[config.mk]
export PLATFORM = sky130hd
export DESIGN_NAME = people_counter
export DESIGN_NICKNAME = d
export VERILOG_FILES = /design/src/rtl/sbqm_pkg.sv /design/src/rtl/sensor_conditioner.sv /design/src/rtl/people_counter.sv
export SDC_FILE = /design/constraint.sdc
export NUM_CORES = 1
export LEC_CHECK = 0
export CAP_MARGIN = 20
export CORE_AREA = 2 2 39 41
export DETAILED_ROUTE_END_ITERATION = 16
export DIE_AREA = 0 0 41 43
export PLACE_DENSITY_LB_ADDON = 0.12
export SYNTH_ARGS = -nofsm -noshare
export SYNTH_HDL_FRONTEND = slang
export SYNTH_HIERARCHICAL = 1
export SYNTH_SLANG_ARGS = --single-unit
[constraint.sdc]
create_clock -name clk -period 4.4 [get_ports clk]
set_input_delay 0.44 -clock clk [delete_from_list [all_inputs] [get_ports clk]]
set_output_delay 0.44 -clock clk [all_outputs]
set_load 0.02 [all_outputs]
[src/rtl/sbqm_pkg.sv]
// Shared constants and types for the queue-management blocks (people counter, queue status).
package sbqm_pkg;

    localparam int unsigned PCOUNT_W      = 3;
    localparam int unsigned DB_CYCLES_DEF = 4;

    // One-cycle event pulses produced by the counter stage.
    typedef struct packed {
        logic entry;
        logic leave;
        logic rej_full;
        logic rej_empty;
    } pc_evt_t;

    localparam pc_evt_t PC_EVT_NONE = '{entry: 1'b0, leave: 1'b0, rej_full: 1'b0, rej_empty: 1'b0};

endpackage

[src/rtl/sensor_conditioner.sv]
// Photocell conditioner: two-flop synchronizer, optional debounce (DEBOUNCE_EN), fall detect.
// fall_o is a single-cycle strobe seen after the conditioned level drops 1->0.
module sensor_conditioner
    import sbqm_pkg::*;
#(
    parameter int unsigned DbCycles = DB_CYCLES_DEF
) (
    input  logic clk_i,
    input  logic rst_i,
    input  logic sensor_i,
    output logic fall_o
);

    logic sync1_q, sync2_q;
    logic prev_q;
    logic level;

    always_ff @(posedge clk_i) begin
        if (rst_i) begin
            sync1_q <= 1'b0;
            sync2_q <= 1'b0;
        end else begin
            sync1_q <= sensor_i;
            sync2_q <= sync1_q;
        end
    end

`ifdef DEBOUNCE_EN
    localparam int unsigned CntW = (DbCycles > 1) ? $clog2(DbCycles) : 1;
    localparam logic [CntW-1:0] CntLast = CntW'(DbCycles - 1);

    logic            level_q, level_d;
    logic [CntW-1:0] cnt_q, cnt_d;

    // Level follows the synchronized input only after DbCycles consecutive differing samples.
    always_comb begin
        level_d = level_q;
        cnt_d   = '0;
        if (sync2_q != level_q) begin
            if (cnt_q == CntLast) begin
                level_d = sync2_q;
            end else begin
                cnt_d = cnt_q + 1'b1;
            end
        end
    end

    always_ff @(posedge clk_i) begin
        if (rst_i) begin
            level_q <= 1'b0;
            cnt_q   <= '0;
        end else begin
            level_q <= level_d;
            cnt_q   <= cnt_d;
        end
    end

    assign level = level_q;
`else
    assign level = sync2_q;
`endif

    always_ff @(posedge clk_i) begin
        if (rst_i) begin
            prev_q <= 1'b0;
        end else begin
            prev_q <= level;
        end
    end

    assign fall_o = prev_q & ~level;

endmodule

[src/rtl/people_counter.sv]
// Queue occupancy counter fed by entry/exit photocells, saturating at 0 and 2^N-1.
// Optional sensor debounce is enabled with the DEBOUNCE_EN macro.
module people_counter
    import sbqm_pkg::*;
#(
    parameter int unsigned N         = PCOUNT_W,
    parameter int unsigned DB_CYCLES = DB_CYCLES_DEF
) (
    input  logic         clk,
    input  logic         rst,
    input  logic         front_sensor,
    input  logic         back_sensor,
    output logic [N-1:0] Pcount,
    output logic         entry_evt,
    output logic         exit_evt,
    output logic         reject_full,
    output logic         reject_empty
);

    localparam logic [N-1:0] MaxCount = '1;

    logic up, dn;

    sensor_conditioner #(
        .DbCycles (DB_CYCLES)
    ) u_front (
        .clk_i    (clk),
        .rst_i    (rst),
        .sensor_i (front_sensor),
        .fall_o   (up)
    );

    sensor_conditioner #(
        .DbCycles (DB_CYCLES)
    ) u_back (
        .clk_i    (clk),
        .rst_i    (rst),
        .sensor_i (back_sensor),
        .fall_o   (dn)
    );

    logic [N-1:0] count_q, count_d;
    pc_evt_t      evt_q, evt_d;

    always_comb begin
        count_d = count_q;
        evt_d   = PC_EVT_NONE;
        case ({up, dn})
            2'b10: begin
                if (count_q != MaxCount) begin
                    count_d     = count_q + 1'b1;
                    evt_d.entry = 1'b1;
                end else begin
                    evt_d.rej_full = 1'b1;
                end
            end
            2'b01: begin
                if (count_q != '0) begin
                    count_d     = count_q - 1'b1;
                    evt_d.leave = 1'b1;
                end else begin
                    evt_d.rej_empty = 1'b1;
                end
            end
            2'b11: begin
                // At a bound the side that would overflow is rejected; the other still counts.
                if (count_q == '0) begin
                    count_d         = count_q + 1'b1;
                    evt_d.entry     = 1'b1;
                    evt_d.rej_empty = 1'b1;
                end else if (count_q == MaxCount) begin
                    count_d        = count_q - 1'b1;
                    evt_d.leave    = 1'b1;
                    evt_d.rej_full = 1'b1;
                end else begin
                    evt_d.entry = 1'b1;
                    evt_d.leave = 1'b1;
                end
            end
            default: ;
        endcase
    end

    always_ff @(posedge clk) begin
        if (rst) begin
            count_q <= '0;
            evt_q   <= PC_EVT_NONE;
        end else begin
            count_q <= count_d;
            evt_q   <= evt_d;
        end
    end

    assign Pcount       = count_q;
    assign entry_evt    = evt_q.entry;
    assign exit_evt     = evt_q.leave;
    assign reject_full  = evt_q.rej_full;
    assign reject_empty = evt_q.rej_empty;

endmodule

Word-level counts from Yosys, hierarchy flattened
Cells that the tools add are included.
{"block": "totals", "out_inout_bits": 7, "input_bits": 4, "elab_cells": 47, "reg_bits": 13}
{"block": "op_classes", "eq_ne": 8, "reduce_logical": 4, "n_bitwise": 4, "muxes": 18, "addsub": 2}
{"operator": "$mux W3", "count": 4}
{"operator": "$pmux W3 S3", "count": 1}
{"operator": "$mux W1", "count": 8}
{"operator": "$pmux W1 S2", "count": 4}
{"operator": "$ne A3 B3 Y1 const B", "count": 2}
{"operator": "$reduce_bool A3 Y1", "count": 2}
{"operator": "$eq A2 B2 Y1 const B", "count": 2}
{"operator": "$ne A2 B2 Y1 const B", "count": 2}
{"operator": "$reduce_and A4 Y1", "count": 1}
{"operator": "$add A3 B1 Y3 const B", "count": 1}
{"operator": "$eq A3 B3 Y1 const B", "count": 1}
{"operator": "$logic_not A3 Y1", "count": 1}
{"operator": "$sub A3 B1 Y3 const B", "count": 1}
{"operator": "$and A1 B1 Y1", "count": 2}
{"operator": "$eq A2 B1 Y1 const B", "count": 1}
{"operator": "$mux W2", "count": 1}
{"operator": "$not A1 Y1", "count": 2}

Logic depth before layout (Yosys ltp)
Gate-level depths: netlist of run 1.
{"block": "logic_depth", "depth_word": 5, "ltp_mapped": 7}

Cells and area by module
Netlist of run 1, hierarchy kept.
{"mod": "people_counter", "seq_area_each_um2": 140.1, "area_each_um2": 404.1, "instances": 1, "cells_per_inst": 43}
{"mod": "sensor_conditioner", "seq_area_each_um2": 60.1, "area_each_um2": 87.6, "instances": 2, "cells_per_inst": 7}

Least setup slack after synthesis of run 1
No wires, ideal clock.
{"block": "synth_timing", "kind": "flip-flop to flip-flop", "start": "reg count_q[0] (netlist: Pcount[0])", "end": "reg count_q[2] (netlist: Pcount[2])", "arrival_time_ns": 1.555, "n_path_buf": 0, "stages_incl_launch_ff": 7, "path_slack_ns": 2.758, "setup_time_ns": 0.086, "path_cell_list": "dfxtp_1 inv_1 ha_1 ha_1 a21boi_2 o21ai_0 a221oi_2"}
{"block": "synth_between", "elab_chain_len": 4, "elab_cells_between_ends": 15, "cone_classes": "add/sub: 2; eq/ne: 5; mux: 5; reduce/logical: 3"}
{"item": "start, declared", "line": "people_counter.sv:42", "source": "logic [N-1:0] count_q, count_d;"}
{"item": "start signal, assigned", "line": "people_counter.sv:89", "source": "count_q <= count_d;"}
{"item": "$sub A3 B1 Y3", "line": "people_counter.sv:59, people_counter.sv:72"}
{"item": "$mux W3", "line": "people_counter.sv:71", "source": "end else if (count_q == MaxCount) begin"}
{"item": "$mux W3", "line": "people_counter.sv:67", "source": "if (count_q == '0) begin"}
{"item": "$pmux W3 S3", "line": "people_counter.sv:48", "source": "case ({up, dn})"}
Several ways; a longest one is shown, not always the timed one. The select of a mux whose other input is x is not followed.
A chain may end at the register's enable or synchronous reset.

Final worst setup path of run 1
{"block": "layout_timing", "start": "reg count_q[2] (netlist: Pcount[2])", "end": "out Pcount[2]"}
{"item": "end, declared", "line": "people_counter.sv:13", "source": "output logic [N-1:0] Pcount,"}
No word-level cell between the ends.

==> results_dict.tcl, run 1 <==
set metrics [dict create \
    place_area_um2 699 \
    cts_buffers 3 \
    cp-end-kind "output pin" \
    p_per_area_nw_per_um2 301 \
    tns_ps 0 \
    fin_ws_ps 2600 \
    cts-root-buf "clkbuf_4" \
    core_region_area_um2 1380 \
    synth_edf_count 0 \
    path_delay_family "buffers and inverters" \
    period_needed_ps 1800 \
    ir_worst_vdd_mv 0.145 \
    worstSetupStartpointType "flip-flop" \
    drv_cap 0 \
    clkSinkCount 13 \
    pin_count 11 \
    synthesis.area_um2 579 \
    fp-row-count 14 \
    swShare 0.232 \
    p_clk_frac 0.337 \
    vias_per_cell 4.76 \
    ys_ff_latch 13 \
    finalCritPeriodShare 0.408 \
    worst_hold_slack_ps 437 \
    nets 81 \
    holdPathEnd "u_front/level" \
    syn_inst 57 \
    gr-total-overflow 0 \
    worst_path_max_delay_cell "clkdlybuf4s50_1" \
    slowest_delay_ps 640 \
    synth_area_per_cell_um2 10.2 \
    hold_violations 0 \
    tightest_slew_ps 414 \
    routabilityCongestion 0.807 \
    required_ps 3960 \
    final_cell_mix "dfxtp_1, clkdlybuf4s50_1, nor2b_1, ha_1" \
    initial_utilization 0.419 \
    critPathMaxFanout 6 \
    ant_nets 0 \
    dieArea_um2 1760 \
    die-height_um 43 \
    switchingPower_mw 0.0507 \
    drtIter0Drc 6 \
    grt_pass1_vias 320 \
    gr-usage-all-layers 0.119 \
    leakage_nw 0.278 \
    yosysSeqAreaShare 0.449 \
    routedWlPerCell_um 10.7 \
    vias 414 \
    worst_ep_arrival_time_ps 1360 \
    dp.cells 83 \
    hp-start "u_front/sync1_q" \
    synth_flop_cell "dfxtp_1" \
    syn-num-nets 66 \
    drive_gt1_frac 0.141 \
    regToRegSetupSlack_ps 2790 \
    area_growth_syn_to_layout_pct 25.3 \
    cts_hold_buffers 0 \
    cts_resized 0 \
    drc 0 \
    finalClockSkew_ps 5.75 \
    design_area_um2 726 \
    instances_no_fill 87 \
    drtPass1Iterations 4 \
    synthArstFlopShare 0 \
    status "complete, no violations" \
    worstPathCellList "clkdlybuf4s50_1" \
    clk_pin_slew_ps 80 \
    worst_r2r_startpoint "Pcount[0]" \
    post_cts_buffers 0 \
    io_buffers 10 \
    crit_type "reg2out" \
    seqPwrFrac 0.561 \
    grt_max_degree 13 \
    drt-total-wl_um 931 \
    rr_endpoint "Pcount[2]" \
    htree_levels 1 \
    cts_tree "done" \
    hold_depth 1 \
    finalSetupViolations 0 \
    grt_setup_unrepaired "no" \
    slew_headroom 0.723 \
    antenna_found_initial 0 \
    synth_warnings 6 \
    final_common_cell "dfxtp_1" \
    power_frac_comb 0.102 \
    ys_types 23 \
    reg2reg_depth 7 \
    cts_max_path_buffers 2 \
    drv_slew 0 \
    worstHoldPathType "reg2reg" \
    hpwlAfterDp_um 695 \
    clkLatencyLatePin_ps 270 \
    path_buf_inv 1 \
    fin_util 0.524 \
    p_int_mw 0.168 \
    die_w_um 41 \
    clock.fmax_mhz 557 \
    post-place-ws_ps 2790 \
    diodes 0 \
    grt_first_pass_wirelength_mm 1.37 \
    total_power_mw 0.219 \
]
-- power groups by stage --
stage | clock network [mW] | registers [mW] | logic [mW]
after floorplan | 0 | 0.127 | 0.0128
after global placement | 0 | 0.125 | 0.0224
after detailed placement | 0 | 0.125 | 0.0224
after CTS | 0.0754 | 0.123 | 0.0225
after global routing | 0.0817 | 0.123 | 0.0242
final | 0.0737 | 0.123 | 0.0223
-- registers in the layout, summed over array words and instances, names as in the netlist --
register,flops
Pcount,3
u_front/level,1
entry_evt,1
u_back/prev_q,1
reject_full,1
u_front/sync1_q,1
exit_evt,1
u_back/level,1
u_front/prev_q,1
reject_empty,1
u_back/sync1_q,1
-- cell families (layout without fill, tap and decap cells) --
group,count (synthesis),after routing,share of synthesized area
compound gates,9,9,0.125
simple gates,23,23,0.233
xor+xnor,1,1,0.0151
mux,2,2,0.0432
buf+inv,4,18,0.0259
fa+ha+maj,5,5,0.108
flops,13,13,0.449
-- per-layer routing --
metal / wire length (µm) / global-route usage / up-vias
met3: 37 / 0.0314 / 2
li1: - / - / 223
met1: 454 / 0.154 / 181
met5: 0 / 0 / -
met2: 423 / 0.156 / 8
met4: 15 / 0.100 / 0
-- how the worst max path moves through the flow --
stage	slack [ps]	startpoint	endpoint	depth (start not counted)
floorplan	2760	Pcount[0]	Pcount[2]	6
global placement	2810	rst	entry_evt	3
detailed placement	2790	Pcount[0]	Pcount[2]	7
CTS	2600	Pcount[2]	Pcount[2]	1
global route	2530	Pcount[2]	Pcount[2]	1
finish	2600	Pcount[2]	Pcount[2]	1
-- Yosys cell counts (all sizes together), types with 2 or more instances --
master  number  share of area
nor3         4          0.035
ha           5           0.11
nand2        4          0.026
dfxtp       13           0.45
a21oi        2          0.017
and2b        2          0.030
nor2         2          0.013
inv          4          0.026
nor2b        7          0.076
-- final cells by class --
| class | count | area [µm²] |
|---|---|---|
| clock buffer | 4 | 26.3 |
| fill | 132 | 658 |
| inverter | 4 | 15.0 |
| multi-input combinational | 40 | 304 |
| sequential | 13 | 260 |
| tap | 16 | 20.0 |
| timing repair buffer | 10 | 100 |
Note: power is estimated with default switching activity, not from simulation.
==> run 2: changes to the inputs <==
==> constraint.sdc (replaced) <==
create_clock -name clk -period 1.7 [get_ports clk]
set_input_delay 0.17 -clock clk [delete_from_list [all_inputs] [get_ports clk]]
set_output_delay 0.17 -clock clk [all_outputs]
set_load 0.02 [all_outputs]
==> run 2 against run 1 <==
Clock skew decreased by 2.6 ps. Critical path depth increased by 5. Flip-flop and latch count unchanged. Cell count increased by 1.1%. Non-clock buffer count increased by 1. Clock power increased to 2.5 times the previous value. Utilization increased by 0.90 points. Routed wire length increased by 4.2%. Final area increased by 1.7%. Clock-buffer cell count unchanged.
==> results_dict.tcl, run 2 (synthesis gave the netlist of run 1 again) <==
set metrics [dict create \
    cts_hold_buffers 0 \
    fp-row-count 14 \
    gr-total-overflow 0 \
    final_cell_mix "dfxtp_1, clkdlybuf4s50_1, nor2b_1, ha_1" \
    drv_slew 0 \
    routedWlPerCell_um 11.0 \
    crit_type "reg2reg" \
    diodes 0 \
    wl_met3_um 36 \
    clkLatencyLatePin_ps 270 \
    fin_util 0.533 \
    die-height_um 43 \
    drc 0 \
    cts_tree "done" \
    grt_first_pass_wirelength_mm 1.68 \
    drtIter0Drc 7 \
    regToRegSetupSlack_ps 120 \
    core_region_area_um2 1380 \
    antenna_found_initial 0 \
    largest_register_ffs 3 \
    worstSetupStartpointType "flip-flop" \
    cts_max_path_buffers 2 \
    vias_per_cell 4.93 \
    drtPass1Iterations 4 \
    worst_hold_slack_ps 451 \
    tightest_slew_ps 216 \
    drv_cap 0 \
    worst_r2r_startpoint "Pcount[0]" \
    io_buffers 10 \
    startpoint "Pcount[0]" \
    ant_nets 0 \
    p_per_area_nw_per_um2 766 \
    worst_ep_arrival_time_ps 1770 \
    dieArea_um2 1760 \
    drt-total-wl_um 970 \
    wl_met1_um 460 \
    required_ps 1890 \
    pin_count 11 \
    topRoutingLayerUsed "met4" \
    routabilityCongestion 0.807 \
    crit_end "Pcount[2]" \
    grt_max_degree 8 \
    critPathMaxFanout 5 \
    ir_worst_vdd_mv 0.411 \
    tns_ps 0 \
    met2_length_um 451 \
    grt_setup_unrepaired "no" \
    clk_pin_slew_ps 80 \
    leakage_nw 0.283 \
    hp-start "back_sensor" \
    final_common_cell "dfxtp_1" \
    slew_headroom 0.854 \
    grt_pass1_vias 391 \
    period_needed_ps 1580 \
    gr-usage-all-layers 0.145 \
    finalClockSkew_ps 3.16 \
    drive_gt1_frac 0.194 \
    clock.fmax_mhz 633 \
    hold_violations 0 \
    die_w_um 41 \
    fin_ws_ps 121 \
    area_growth_syn_to_layout_pct 27.4 \
    hpwlAfterDp_um 756 \
    cp-end-kind "flip-flop" \
    cts-root-buf "clkbuf_4" \
    post-place-ws_ps 53.0 \
    reg2reg_depth 6 \
    clkSinkCount 13 \
    finalSetupViolations 0 \
    vias 434 \
    initial_utilization 0.419 \
    status "complete, no violations" \
    rr_endpoint "Pcount[2]" \
    cts_buffers 3 \
    finalCritPeriodShare 0.929 \
    post_cts_buffers 0 \
    htree_levels 1 \
    worstHoldPathType "in2reg" \
    nets 82 \
]
run 2: changes by cell type in the layout (fill, tap and decap cells not counted), sizes merged:
cell  previous run  this run
buf              0         1
run 2: worst min path at each step:
stage / cells past startpoint / end
2_1_floorplan: 1 / Pcount[2]
3_5_place_dp: 1 / u_front/level
4_1_cts: 2 / u_back/sync1_q
5_1_grt: 2 / u_front/sync1_q
6_report: 2 / u_back/sync1_q
3_3_place_gp: 1 / u_back/level
run 2: routing by layer:
metal / track usage / vias up
li1: - / 226
met1: 0.172 / 194
met2: 0.209 / 10
met3: 0.0471 / 4
met4: 0.100 / 0
met5: 0 / -
run 2: critical path: stages, from the launching register on:
cell	delay (ps)
dfxtp_2	370
inv_1	60
ha_1	230
ha_1	210
a21boi_2	220
o21ai_0	140
a221oi_2	260
run 2: layout make-up:
class	count	area [µm²]
flip-flops and latches	13	263
well taps	16	20.0
clock buffers	4	26.3
fillers	128	646
multi-input cells	40	307
repair buffers	11	108
inverters	4	15.0
run 2: stage by stage:
step	area, µm²	total power [mW]	std cells
2_1_floorplan	579	0.361	57
3_3_place_gp	707	0.384	84
3_5_place_dp	707	0.385	84
4_1_cts	733	0.571	88
5_1_grt	738	0.594	88
6_report	738	0.565	88
run 2: what timing repair did:
item | in CTS | in global routing
hold endpoints to repair | 0 | 0
gates resized for setup | 0 | 3
endpoints found under the setup margin | 0 | 2
run 2: report_power, final:
part	internal, mW	switching (mW)
Sequential	0.313	0.00443
Combinational	0.0325	0.0283
Clock	0.0909	0.0959
Total	0.437	0.129
==> run 3: changes to the inputs <==
--- a/config.mk
+++ b/config.mk
@@ -5,7 +5,6 @@
 export SDC_FILE = /design/constraint.sdc
 export NUM_CORES = 1
 export LEC_CHECK = 0
-export CAP_MARGIN = 20
 export CORE_AREA = 2 2 39 41
 export DETAILED_ROUTE_END_ITERATION = 16
 export DIE_AREA = 0 0 41 43
==> results of run 3 <==
Same layout as run 2: the final DEF is identical, and so are final timing and power.
